File: src/rtl/mem_sweeper.sv
// Block RAM test sequencer: fills the RAM with a seed-derived pattern, then reads every
// word back in address order, holding each byte on cur_byte for display and flagging the first mismatch.
module mem_sweeper #(
  parameter int                ADDR_W      = 10,
  parameter int                DATA_W      = 8,
  parameter logic [DATA_W-1:0] SEED        = 8'h03,
  parameter int                HOLD_CYCLES = 50_000_000
) (
  input  logic              clk,
  input  logic              reset,
  input  logic              start,
  output logic              mem_we,
  output logic [ADDR_W-1:0] mem_addr,
  output logic [DATA_W-1:0] mem_di,
  input  logic [DATA_W-1:0] mem_do,
  output logic [DATA_W-1:0] cur_byte,
  output logic [ADDR_W-1:0] cur_addr,
  output logic              busy,
  output logic              done,
  output logic              error,
  output logic [ADDR_W-1:0] err_addr
);

  localparam int                CNT_W     = (HOLD_CYCLES > 1) ? $clog2(HOLD_CYCLES) : 1;
  localparam logic [CNT_W-1:0]  HOLD_LAST = CNT_W'(HOLD_CYCLES - 1);
  localparam logic [ADDR_W-1:0] ADDR_LAST = '1;

  typedef enum logic [2:0] {
    S_IDLE    = 3'd0,
    S_FILL    = 3'd1,
    S_RD_ADDR = 3'd2,
    S_RD_WAIT = 3'd3,
    S_SHOW    = 3'd4,
    S_DONE    = 3'd5,
    S_ERR     = 3'd6
  } state_t;

  state_t           state_r;
  logic [CNT_W-1:0] hold_cnt_r;

  function automatic logic [DATA_W-1:0] pattern(input logic [ADDR_W-1:0] a);
    return DATA_W'(a) ^ SEED;
  endfunction

  // Sweep sequencer: state, RAM drive, display registers and sticky status flags.
  always_ff @(posedge clk) begin
    if (reset) begin
      state_r    <= S_IDLE;
      hold_cnt_r <= '0;
      mem_we     <= 1'b0;
      mem_addr   <= '0;
      mem_di     <= '0;
      cur_byte   <= '0;
      cur_addr   <= '0;
      busy       <= 1'b0;
      done       <= 1'b0;
      error      <= 1'b0;
      err_addr   <= '0;
    end else begin
      case (state_r)
        S_IDLE, S_DONE, S_ERR: begin
          mem_we <= 1'b0;
          if (start) begin
            state_r  <= S_FILL;
            mem_we   <= 1'b1;
            mem_addr <= '0;
            mem_di   <= pattern('0);
            busy     <= 1'b1;
            done     <= 1'b0;
            error    <= 1'b0;
            err_addr <= '0;
          end
        end
        S_FILL: begin
          if (mem_addr == ADDR_LAST) begin
            state_r  <= S_RD_ADDR;
            mem_we   <= 1'b0;
            mem_addr <= '0;
          end else begin
            mem_addr <= mem_addr + 1'b1;
            mem_di   <= pattern(mem_addr + 1'b1);
          end
        end
        S_RD_ADDR: begin
          state_r <= S_RD_WAIT;
        end
        // RAM output for mem_addr is valid here; latch it for display and compare in one edge.
        S_RD_WAIT: begin
          cur_byte <= mem_do;
          cur_addr <= mem_addr;
          if (mem_do == pattern(mem_addr)) begin
            state_r    <= S_SHOW;
            hold_cnt_r <= '0;
          end else begin
            state_r  <= S_ERR;
            error    <= 1'b1;
            err_addr <= mem_addr;
            busy     <= 1'b0;
          end
        end
        S_SHOW: begin
          if (hold_cnt_r == HOLD_LAST) begin
            if (mem_addr == ADDR_LAST) begin
              state_r <= S_DONE;
              done    <= 1'b1;
              busy    <= 1'b0;
            end else begin
              state_r  <= S_RD_ADDR;
              mem_addr <= mem_addr + 1'b1;
            end
          end else begin
            hold_cnt_r <= hold_cnt_r + 1'b1;
          end
        end
        default: begin
          state_r <= S_IDLE;
          mem_we  <= 1'b0;
          busy    <= 1'b0;
        end
      endcase
    end
  end

endmodule

File: config.mk
export PLATFORM = sky130hd
export DESIGN_NAME = mem_sweeper
export DESIGN_NICKNAME = d
export VERILOG_FILES = /design/src/rtl/mem_sweeper.sv
export SDC_FILE = /design/constraint.sdc
export NUM_CORES = 1
export LEC_CHECK = 0
export ABC_CLOCK_PERIOD_IN_PS = 2200
export CAP_MARGIN = 20
export CELL_PAD_IN_SITES_DETAIL_PLACEMENT = 0
export CELL_PAD_IN_SITES_GLOBAL_PLACEMENT = 2
export CORE_MARGIN = 2
export CORE_UTILIZATION = 29
export CTS_BUF_LIST = sky130_fd_sc_hd__clkbuf_8
export CTS_CLUSTER_DIAMETER = 40
export CTS_CLUSTER_SIZE = 8
export DETAILED_ROUTE_END_ITERATION = 8
export PLACE_DENSITY = 0.84
export SLEW_MARGIN = 20
export SYNTH_ARGS = -nofsm -noshare
export SYNTH_HDL_FRONTEND = slang
export SYNTH_SLANG_ARGS = --single-unit
export TNS_END_PERCENT = 30
File: constraint.sdc
create_clock -name clk -period 2.2 [get_ports clk]
set_input_delay 0.44 -clock clk [delete_from_list [all_inputs] [get_ports clk]]
set_output_delay 0.44 -clock clk [all_outputs]
set_load 0.005 [all_outputs]
* Word-level counts from Yosys, hierarchy flattened
Cells that the tools add are included.
Word-level totals: bits in writable memories 0, memories kept 0, register bits after elaboration 79, latch bits 0, memory bits (read-only) 0, logic and storage cells 84
Operators by class: order comparisons 0, reduce and logical (&&, ||, !) cells 17, div/mod/pow operators 0, multiplexer cells 32, equality and inequality tests 18, shift operators 0, bitwise gates (word level) 4, multipliers 0, $add $sub $neg 2
Operators with widths (count):
- 26-bit two-way mux | 2
- 26-bit case mux with 2 select lines | 1
- 10-bit two-way mux | 5
- 10-bit case mux with 3 select lines | 1
- 26-bit by 1-bit adder with 26-bit output (second input constant) | 1
- 26-bit == test (second input constant) | 1
- 10-bit case mux with 2 select lines | 1
- 2-bit != test (second input constant) | 9
- 8-bit two-way mux | 2
- 8-bit case mux with 2 select lines | 1
- 3-bit case mux with 5 select lines | 1
- 3-bit two-way mux | 4
- 3-bit AND reduction | 4
- 10-bit by 1-bit adder with 10-bit output (second input constant) | 1
- 10-bit == test (second input constant) | 1
- 3-bit == test (second input constant) | 3
- 1-bit two-way mux | 9
- 8-bit == test | 1
- 4-bit AND reduction | 2
- 2-bit nonzero test | 4
- 3-bit by 2-bit == test with 1-bit output (second input constant) | 2
- 3-bit OR reduction | 2
- 5-bit AND reduction | 1
- 2-bit NOT | 2
- 10 further kinds | 12

* Depth between registers and ports, before layout
depth after elaboration 4, depth in mapped cells 10, gate-level depth less buffers 7

* Worst setup path after synthesis
OpenSTA, ideal clock, no wires.
path kind register -> register, start reg mem_addr[1], end reg mem_addr[7], data required time 2.108 ns, setup time 0.092 ns, setup slack -0.148 ns, data arrival time 2.256 ns, path buffers 2, stages on the path, launching flop included 9, path through dfxtp_1 ha_1 nand3_2 or4_1 buf_2 a311oi_2 buf_2 nor2_1 o32ai_1
On the way: word-level cells in the longest chain between the ends 4, elaborated cells between the ends (all ways) 8, those cells by class add/sub (1); eq/ne (2); mux (4); reduce/logical (1)
RTL lines:
- start, declared | RTL line 13 | output logic [ADDR_W-1:0] mem_addr,
- start signal, assigned | RTL line 80 | mem_addr <= mem_addr + 1'b1;
- start signal, assigned | RTL line 109 | mem_addr <= mem_addr + 1'b1;
- 10-bit by 1-bit adder with 10-bit output | RTL line 80, 109
- 10-bit two-way mux | RTL line 103 | if (mem_addr == ADDR_LAST) begin
- 10-bit two-way mux | RTL line 102 | if (hold_cnt_r == HOLD_LAST) begin
- 10-bit case mux with 3 select lines | RTL line 60 | case (state_r)
Parallel ways exist; a longest one is shown, timed or not. The select of a mux whose other input is x is not followed. A chain may end at the register's enable or synchronous reset.

* Worst setup path in the final report
start reg hold_cnt_r[0], end reg hold_cnt_r[22]
On the way: word-level cells in the longest chain between the ends 3, elaborated cells between the ends (all ways) 6, those cells by class add/sub (1); eq/ne (2); mux (2); reduce/logical (1)
RTL lines:
- start, declared | RTL line 39 | logic [CNT_W-1:0] hold_cnt_r;
- start signal, assigned | RTL line 112 | hold_cnt_r <= hold_cnt_r + 1'b1;
- 26-bit by 1-bit adder with 26-bit output or 26-bit == test (tied branches) | RTL line 112, 102
- 26-bit two-way mux or 2-bit != test (tied branches)
- 26-bit case mux with 2 select lines or 3-bit AND reduction (tied branches)
Parallel ways exist; a longest one is shown, timed or not. The select of a mux whose other input is x is not followed.

==> results.txt <==
Worst Skew = 15.6 ps
Number of levels the H-tree was split into = 3
Clock tree root driver cell = sky130_fd_sc_hd__clkbuf_8
Die ar. = 14400 µm²
Number of distinct library cell variants in the gate-level netlist after synthesis = 58
Placeable core region = 13200 µm²
Die Y-Extent = 120 µm
Beginning of the worst register-to-register path = hold_cnt_r[0]$_SDFFE_PP0P_
HPWL Detailed = 8.72 mm
Global-route wire length before repair = 18.9 mm
First-pass iteration count of the detailed router = 4
Worst Min Path Start = reset
Clock period minus worst slack = 2180 ps
Synth Instances = 483
Detailed router's first-iteration violation count = 214
Number of placement rows = 42
Sum of negative setup slack = 0 ps
Number of buffers inserted for hold repair after clock tree synthesis = 0
Area overhead of the layout relative to synthesis = 50.2%
Average wire length per cell after detail routing = 14.7 µm
DRC violations left = 0
Synthesized area per cell = 8.05 µm²
Count of flip-flops with a built-in enable after synthesis = 0
Headroom to the max-slew limit = 64.7%
Global-route usage over all layers = 16.8%
Internal power = 2.57 mW
Remaining antenna violation count = 0
Number of max-slew violations in the final report = 0
Number of max-cap violations = 0
Final core occ = 44.3%
Overall via count from detail_route = 3970
Antenna violations before repair = 0
Most frequent cells in the layout = sky130_fd_sc_hd__buf_4, sky130_fd_sc_hd__nand2_1, sky130_fd_sc_hd__dfxtp_1, sky130_fd_sc_hd__a21oi_1, sky130_fd_sc_hd__clkdlybuf4s50_1
Portion of total power attributed to the clock network = 34.4%
Net switching power = 1.14 mW
Net count of the mapped netlist = 496
Share of layout cells above drive strength 1 = 28.9%
Worst setup path category = register to register
R2r endpoint = hold_cnt_r[22]$_SDFFE_PP0P_
Placer's final routability congestion estimate = 0.892
Share of async-settable or async-resettable flops after synthesis = 0%
Vias/cell = 4.91
Wire length reported by the detailed router = 11.9 mm
Endpoint arrival time on the critical path = 2500 ps
Buffer levels on the longest clock path = 2
Prevailing post-synth register cell = sky130_fd_sc_hd__dfxtp_1
Clock latency reported for the late side of the worst-skew pair = 390 ps
Share of the clock period used by the worst path = 99.2%
Maximum number of pins on one net before global-route repair = 30
Relative contribution of sequential cells to total power = 41.4%
Clock tree from TritonCTS = built
Setup repair after global routing missed its margin = true
Warning count from the yosys run = 0
Sequential cell area fraction in the yosys report = 40.7%
Endpoint kind of the worst setup timing path = register
Leading cell type in the layout, fill and taps excluded = sky130_fd_sc_hd__buf_4
Number of instances on the worst hold path = 2
Run status = complete, no violations
R2r worst-path depth = 10
Standard cell area after detailed placement = 5340 µm²
Synth Cell Area = 3890 µm²
Capture endpoint of the worst hold path = mem_addr[8]$_SDFFE_PP0P_
Count of final setup violators = 0
I/O Pins = 61
Net Sw Frac = 30.8%
F_max = 458 MHz
Final count of hold timing violations = 0
Net total in the final layout = 641
Share of power burned in combinational logic = 24.3%
Number of I/O port buffers = 60
Clock slew at the register clock pins of the worst setup and hold paths = 90 ps
Worst Path Required = 2520 ps
Max VDD drop = 0.250 mV
Number of buffers created by CTS = 9
Diodes inserted = 0
Number of clock sinks = 79
CP startpoint kind = register
Hold Path Class = input port to register
Slew @ Worst Pin = 529 ps
Largest fanout on the critical path = 7
PD cells = 635 nW/µm²
Final instance area = 5840 µm²
Effective utilization at floorplan = 29.5%
Vias in the first global route = 3885
Slack of the worst reg-to-reg path = 20 ps
Horizontal extent of the die = 120 µm
Overflow after GRT = 0
Number of register bits inferred by synthesis = 79
Leakage = 2.13 nW
## worst max-delay path by stage
stage,slack (ps),cells after the start,from,to
floorplan,-4,9,hold_cnt_r[0]$_SDFFE_PP0P_,hold_cnt_r[18]$_SDFFE_PP0P_
global placement,-360,9,mem_do[3],hold_cnt_r[19]$_SDFFE_PP0P_
detailed placement,-410,9,mem_do[5],hold_cnt_r[22]$_SDFFE_PP0P_
CTS,-50,9,hold_cnt_r[1]$_SDFFE_PP0P_,mem_addr[8]$_SDFFE_PP0P_
global route,-50,9,hold_cnt_r[0]$_SDFFE_PP0P_,mem_addr[8]$_SDFFE_PP0P_
finish,20,10,hold_cnt_r[0]$_SDFFE_PP0P_,hold_cnt_r[22]$_SDFFE_PP0P_
## metal layers
metal | vias to the layer above | track usage [%] | wire length (µm)
met4 | 0 | 5.44 | 197
li1 | 1998 | - | -
met3 | 16 | 3.75 | 506
met5 | - | 0 | 0
met1 | 1860 | 20.3 | 5100
met2 | 96 | 29.3 | 6070
## final cells by class
| class | instances | area [µm²] |
|---|---|---|
| Multi-Input combinational cell | 357 | 2280 |
| Clock buffer | 9 | 124 |
| Timing Repair Buffer | 164 | 1450 |
| Tap cell | 176 | 220 |
| Sequential cell | 79 | 1590 |
| Inverter | 17 | 63.8 |
| Fill cell | 1288 | 7350 |
| Clock inverter | 7 | 105 |
## through the flow
step / worst slack [ps] / hold slack (ps) / power (mW) / std cells
final: 17.2 / 329 / 3.71 / 809
after global routing: -52.2 / 324 / 3.89 / 809
after CTS: -47.7 / 316 / 3.70 / 803
after detailed placement: -415 / 446 / 2.41 / 787
after global placement: -356 / 438 / 2.41 / 787
after floorplan: -3.73 / 448 / 1.98 / 483
## sequential cells by signal, indices dropped and copies added, names as in the netlist
register and flops:
mem_addr 10, state_r 3, mem_we 1, mem_di 8
hold_cnt_r 26, busy 1, cur_addr 10, err_addr 10
error 1, cur_byte 8, done 1
## what timing repair did
action,4_1_cts,5_1_grt
setup endpoints to repair,11,43
gates cloned,0,0
setup buffers,0,6
pin swaps,3,11
gates resized for setup,10,41
## cell families after synthesis
family / count (synthesis) / share of synthesized area, %
flops: 79 / 40.7
fa+ha+maj: 2 / 0.643
xor+xnor: 22 / 4.96
simple gates: 201 / 26.1
buf+inv: 47 / 5.50
compound gates: 132 / 22.1
## critical path, stage by stage (launching register included)
cell and delay [ps]:
sky130_fd_sc_hd__dfxtp_2 360, sky130_fd_sc_hd__ha_4 140, sky130_fd_sc_hd__nand2_2 50, sky130_fd_sc_hd__or3_4 350, sky130_fd_sc_hd__buf_6 140, sky130_fd_sc_hd__buf_12 120
sky130_fd_sc_hd__o31ai_4 300, sky130_fd_sc_hd__buf_6 210, sky130_fd_sc_hd__a2111oi_4 90, sky130_fd_sc_hd__a31o_2 260, sky130_fd_sc_hd__a21oi_2 110
## power by group through the flow
| stage | Sequential, mW | Clock (mW) | Combinational [mW] |
|---|---|---|---|
| 2_1_floorplan | 1.55 | 0 | 0.436 |
| 3_3_place_gp | 1.56 | 0 | 0.845 |
| 3_5_place_dp | 1.56 | 0 | 0.852 |
| 4_1_cts | 1.53 | 1.30 | 0.861 |
| 5_1_grt | 1.54 | 1.37 | 0.978 |
| 6_report | 1.53 | 1.27 | 0.899 |
## cells in the mapped netlist (3+ instances only)
cell	instances	area, µm²
sky130_fd_sc_hd__a211oi_1	5	37.5
sky130_fd_sc_hd__a21oi_1	67	335
sky130_fd_sc_hd__a22oi_1	4	30.0
sky130_fd_sc_hd__a31oi_1	6	37.5
sky130_fd_sc_hd__and2_1	3	18.8
sky130_fd_sc_hd__and3_1	4	25.0
sky130_fd_sc_hd__buf_2	12	60.1
sky130_fd_sc_hd__clkbuf_1	13	48.8
sky130_fd_sc_hd__dfxtp_1	79	1580
sky130_fd_sc_hd__inv_1	17	63.8
sky130_fd_sc_hd__nand2_1	75	282
sky130_fd_sc_hd__nand2b_1	4	25.0
sky130_fd_sc_hd__nand3_1	19	95.1
sky130_fd_sc_hd__nand4_1	3	18.8
sky130_fd_sc_hd__nor2_1	31	116
sky130_fd_sc_hd__nor3_1	11	55.1
sky130_fd_sc_hd__nor4_1	4	25.0
sky130_fd_sc_hd__o21ai_0	20	100
sky130_fd_sc_hd__o31ai_1	3	22.5
sky130_fd_sc_hd__o32ai_1	6	52.6
sky130_fd_sc_hd__or2_2	10	62.6
sky130_fd_sc_hd__or3_1	12	75.1
sky130_fd_sc_hd__or3_2	3	22.5
sky130_fd_sc_hd__or4_1	4	30.0
sky130_fd_sc_hd__xnor2_1	15	131
sky130_fd_sc_hd__xor2_1	7	61.3
Note: power is estimated with default switching activity, not from simulation.
